<file path="src/rtl/gate_vec_decoder.sv">
// Decodes a 6-bit gate-result vector {and,nand,or,nor,xor,xnor} back to the number of ones
// in the source operand pair, behind a one-entry valid/ready pipeline stage.
module gate_vec_decoder #(
    parameter int unsigned CNT_W = 8
) (
    input  logic             clk,
    input  logic             rst_n,
    input  logic             in_valid,
    output logic             in_ready,
    input  logic [5:0]       in_z,
    output logic             out_valid,
    input  logic             out_ready,
    output logic [1:0]       out_ones,
    output logic             out_err,
    input  logic             clr_cnt,
    output logic [CNT_W-1:0] err_cnt
);

    typedef enum logic {StEmpty, StFull} state_e;

    state_e     state_q;
    logic       accept;
    logic [1:0] dec_ones;
    logic       dec_err;

    // rst_n gates in_ready so nothing is taken while reset is held.
    assign in_ready  = rst_n & ((state_q == StEmpty) | out_ready);
    assign accept    = in_valid & in_ready;
    assign out_valid = (state_q == StFull);

    always_comb begin
        dec_ones = 2'd0;
        dec_err  = 1'b0;
        unique case (in_z)
            6'h15:   dec_ones = 2'd0;
            6'h1A:   dec_ones = 2'd1;
            6'h29:   dec_ones = 2'd2;
            default: dec_err  = 1'b1;
        endcase
    end

    always_ff @(posedge clk or negedge rst_n) begin
        if (!rst_n) begin
            state_q  <= StEmpty;
            out_ones <= 2'd0;
            out_err  <= 1'b0;
            err_cnt  <= '0;
        end else begin
            case (state_q)
                StEmpty: begin
                    if (accept) state_q <= StFull;
                end
                StFull: begin
                    if (out_ready && !in_valid) state_q <= StEmpty;
                end
                default: state_q <= StEmpty;
            endcase

            if (accept) begin
                out_ones <= dec_ones;
                out_err  <= dec_err;
            end

            // Counted at acceptance; clear wins over a simultaneous increment.
            if (clr_cnt) begin
                err_cnt <= '0;
            end else if (accept && dec_err && (err_cnt != {CNT_W{1'b1}})) begin
                err_cnt <= err_cnt + CNT_W'(1);
            end
        end
    end

endmodule
</file>
<file path="config.mk">
export PLATFORM = sky130hd
export DESIGN_NAME = gate_vec_decoder
export DESIGN_NICKNAME = d
export VERILOG_FILES = /design/src/rtl/gate_vec_decoder.sv
export SDC_FILE = /design/constraint.sdc
export NUM_CORES = 1
export LEC_CHECK = 0
export ABC_AREA = 1
export BUFFER_PORTS_ARGS = -buffer_cell sky130_fd_sc_hd__buf_2
export CORE_AREA = 2 2 44 46
export DETAILED_ROUTE_END_ITERATION = 12
export DIE_AREA = 0 0 46 48
export GPL_ROUTABILITY_DRIVEN = 0
export PLACE_DENSITY = 0.73
export SYNTH_ARGS = -nofsm -noshare
export SYNTH_HDL_FRONTEND = slang
export SYNTH_SLANG_ARGS = --single-unit
</file>
<file path="constraint.sdc">
create_clock -name clk -period 2.4 [get_ports clk]
set_clock_uncertainty 0.05 [all_clocks]
set_input_delay 0.24 -clock clk [delete_from_list [all_inputs] [get_ports clk]]
set_output_delay 0.24 -clock clk [all_outputs]
set_load 0.05 [all_outputs]
</file>
## Word-level counts from Yosys, hierarchy flattened

Index checks and enable logic that the tools add are counted.

| word-level totals | value |
|---|---|
| register bits | 12 |
| output and inout port bits | 13 |
| word-level logic and storage cells | 26 |

| operators by class | value |
|---|---|
| add/subtract/negate cells | 1 |
| equality and inequality tests | 4 |
| mux-type cells | 7 |
| bitwise logic cells | 4 |
| reduce and logical (&&, ||, !) cells | 6 |

Operators by type and width:

| operator | number |
|---|---|
| $mux 8 | 2 |
| $eq 6x5->1 const B | 2 |
| $add 8x1->8 const B | 1 |
| $ne 8x8->1 const B | 1 |
| $eq 6x6->1 const B | 1 |
| $pmux 2 s2 | 1 |
| $logic_and 1x1->1 | 3 |
| $mux 1 | 3 |
| $reduce_or 3->1 | 1 |
| $and 1x1->1 | 2 |
| $pmux 1 s2 | 1 |
| $reduce_bool 2->1 | 1 |
| $logic_not 1->1 | 1 |
| $not 1->1 | 1 |
| $or 1x1->1 | 1 |

## Depth between registers and ports, before layout

| depth | value |
|---|---|
| depth after elaboration | 8 |
| mapped depth | 9 |

## Least setup slack after synthesis

OpenSTA, ideal clock, no wires.

| timing | value |
|---|---|
| path kind | reg-to-reg |
| start | register err_cnt[1] |
| end | register err_cnt[7] |
| setup time | 0.067 ns |
| data arrival time | 1.606 ns |
| data required time | 2.283 ns |
| setup slack | 0.677 ns |
| cell stages (with the launch flop) | 8 |
| cells stage by stage | dfrtp_1 ha_1 nand2_2 nor2_4 nand3_4 nand3_4 nand3_1 nand2_1 |

| on the way | value |
|---|---|
| longest elaborated chain between the ends | 3 |
| elaborated cells between the ends (all ways) | 6 |

Ends and longest elaborated chain:

| element | RTL line | source |
|---|---|---|
| from (decl) | 16 | `output logic [CNT_W-1:0] err_cnt` |
| from (signal assigned) | 68 | `err_cnt <= err_cnt + CNT_W'(1);` |
| $add 8x1->8 or $ne 8x8->1 (tied branches) | 68, 67 |  |
| $mux 8 or $logic_and 1x1->1 (tied branches) | 67 | `end else if (accept && dec_err && (err_cnt != {CNT_W{1'b1}})) begin` |
| $mux 8 or $reduce_bool 2->1 (tied branches) | -- |  |

Parallel ways exist; a longest one is shown, timed or not. The select of a mux whose other input is x is not followed.
A chain may end at the register's enable or synchronous reset.

## Final worst setup path

| timing | value |
|---|---|
| start | input rst_n |
| end | output in_ready |

| on the way | value |
|---|---|
| longest elaborated chain between the ends | 1 |

Ends and longest elaborated chain:

| element | RTL line | source |
|---|---|---|
| from (decl) | 7 | `input logic rst_n,` |
| $and 1x1->1 | 27 | `assign in_ready = rst_n & ((state_q == StEmpty) \| out_ready);` |
| to (decl) | 9 | `output logic in_ready,` |

No other way between the ends.

==> impl_metrics.csv <==
group,metric,value,unit
power,leakage,0.0005613,uW
setup_path,required,2110,ps
clock_tree,clk-insertion-delay-late,270,ps
setup_path,timing.rr.start,"err_cnt[0]",
outcome,status,"finished clean",
synthesis,synth.top_cells.by_area,"dfrtp_1, inv_1, nand2_1",
routing,via_count,785,
die,io_pins,24,
min_path,hold_class,"in -> reg",
finish,antenna_cells,0,
timing,min_period,1781,ps
finish,fillerInstances,163,
finish,multi_input_area,421.7,sq um
routing,first_iter_violations,22,
die,die_w,46,um
routing,wl,1655,um
routing,wl_per_cell,10.47,um
finish,seq_area,300.3,sq um
die,rows,15,
routing,via_per_inst,4.968,
timing,rsz0062_at_grt,"no",
clock_tree,cts_buffer_depth,2,
setup_path,slowest_stage,"dlygate4sd3_1",
timing,setup_violations,0,
setup_path,reg2reg_to,"err_cnt[3]",
clock_tree,cts_made_buffers,3,
global_route,grt_max_degree,17,
setup_path,startpoint,"rst_n",
global_route,grt_usage,19.35,%
routing,ant_nets,0,
routing,firstDrtPassIters,4,
global_route,grt.overflow.total,0,
finish,synthToLayoutAreaGrowth,22.05,%
setup_path,crit_type,"in -> out",
clock_tree,ctsResizeCount,0,
setup_path,path_cells,"dlygate4sd3_1, buf_2, inv_1, nor2_1, buf_2",
timing,hold_violations,0,
place,dp_worst_setup_slack,919.1,ps
synthesis,yosys_warnings,0,
finish,drive_gt1_share,25.53,%
clock_tree,cts_tree,"done",
clock_tree,clk_pin_slew_worst_paths,70,ps
setup_path,start_kind,"input port",
synthesis,ys_ff_latch,12,
timing,worst_pin_slew,456.3,ps
synthesis,yosysSeqAreaShare,37.27,%
die,core,1689,sq um
timing,setup_slack,619.1,ps
global_route,antenna_found_initial,0,
die,die_area,2208,sq um
synthesis,yosys.area.top_type_share,37.27,%
finish,fin_nets,154,
timing,timing.final.crit_share,74.21,%
routing,drc,0,
setup_path,slowest_delay,520,ps
setup_path,rrSetupSlack,920,ps
power,power.density,487.5,nW/um^2
global_route,grt_pass1_vias,713,
clock_tree,clock_sink_count,12,
setup_path,arrival,1490,ps
timing,max_freq,561.5,MHz
synthesis,netlist_instances,114,
setup_path,cp-end-kind,"primary output",
die,initial_core_util,47.70,%
clock_tree,cts_root_buffer,"clkbuf_4",
clock_tree,cts-htree-levels,1,
die,die_y,48,um
synthesis,synth_area,805.8,sq um
global_route,grt_pass1_wl,2953,um
synthesis,synthDistinctLibCells,18,
setup_path,worstPathMaxFanout,15,
place,numPortBuffers,23,
flow_run,max-cap-violations,0,
timing,slew_viol_final,0,
power,ir_worst_vdd,0.2591,mV
place,dp_hpwl,1292,um
synthesis,syn_avg_cell_area,7.068,sq um
timing,setup_tns,0,ps
setup_path,worstRegToRegCells,7,
synthesis,synth_top_area_cell,"dfrtp_1",
timing,slew_headroom,69.55,%
synthesis,syn_nets,126,
setup_path,cp-endpoint,"in_ready",
setup_path,cpMostUsedCell,"buf_2",
## registers in the layout (all words and copies together), names as in the netlist
name       flops
out_ones       2
out_err        1
out_valid      1
err_cnt        8
## Yosys cell counts
cell type  count
buf_2          1
clkinv_1       1
dfrtp_1       12
ha_1           1
inv_1         20
nand2_1       20
nand2_2        3
nand3_1       15
nand3_2        2
nand3_4        2
nand4_1        8
nor2_1        19
nor2_2         1
nor2_4         1
nor3_1         2
o21a_1         1
o21ai_0        4
xor2_1         1
## worst max-delay path: cells and delay by family
| kind | cells | cell delay (ps) |
|---|---|---|
| and+or+nand+nor | 1 | 100 |
| buffers and inverters | 4 | 1150 |
## metrics by stage
step / utilization (%) / instance area (sq um) / std cells / hold WS [ps] / total power [uW]
4_1_cts: 58.22 / 983.4 / 158 / 165.2 / 485.9
3_5_place_dp: 55.48 / 937.1 / 153 / 96.57 / 324.1
3_3_place_gp: 55.48 / 937.1 / 153 / 94.88 / 322.6
6_report: 58.22 / 983.4 / 158 / 177.8 / 479.4
2_1_floorplan: - / 805.8 / 114 / -105.6 / 292.0
5_1_grt: 58.22 / 983.4 / 158 / 198.3 / 505.3
## final cells by class
class / count / share of cell area, %
Inverter: 21 / 8.015
Clock buffer: 4 / 3.690
Sequential cell: 12 / 30.53
Timing Repair Buffer: 24 / 12.72
Multi-Input combinational cell: 80 / 42.88
Tap cell: 17 / 2.163
## placed cells by master, fill, tap and decap left out
cell,instances
nor2_1,19
xor2_1,1
clkbuf_8,1
o21a_1,1
nor2_2,1
clkbuf_4,3
nand2_2,3
buf_2,23
nand3_4,2
dlygate4sd3_1,1
nand4_1,8
dfrtp_1,12
nand3_1,15
nand2_1,20
nand3_2,2
clkinv_1,1
inv_1,20
nor2_4,1
nor3_1,2
o21ai_0,4
ha_1,1
## worst min path at each step
stage,from,depth (start not counted),endpoint
3_3_place_gp,rst_n,1,err_cnt[4]
3_5_place_dp,rst_n,1,out_valid
5_1_grt,in_valid,3,out_valid
4_1_cts,in_valid,3,out_valid
2_1_floorplan,rst_n,0,err_cnt[0]
6_report,in_valid,3,out_valid
## per-layer routing
layer  track usage (%)  routed length, um  vias up
li1                  -                  -      420
met1             24.13                789      347
met2             31.11                787       16
met3             3.396                 50        2
met4             12.00                 27        0
met5                 0                  0        -
## power breakdown
group	internal [uW]	leakage [uW]	total, uW	switching (uW)
registers	211	0.000160	220	8.11
clock network	92.2	0.0000210	159	66.4
logic	26.8	0.000380	101	74.5
total	330	0.000561	479	149
## cell families (layout without fill, tap and decap cells)
kind of cell,after synthesis,in the layout,share of synthesized area (%)
compound gates,5,5,3.417
xor+xnor,1,1,1.087
fa+ha+maj,1,1,1.553
buf+inv,22,49,10.40
flops,12,12,37.27
simple gates,73,73,46.27
## repair_timing
item	in CTS	in global routing
buffers inserted	0	0
endpoints found under the hold margin	12	0
hold buffers	1	0
(Power assumes the default switching activity.)
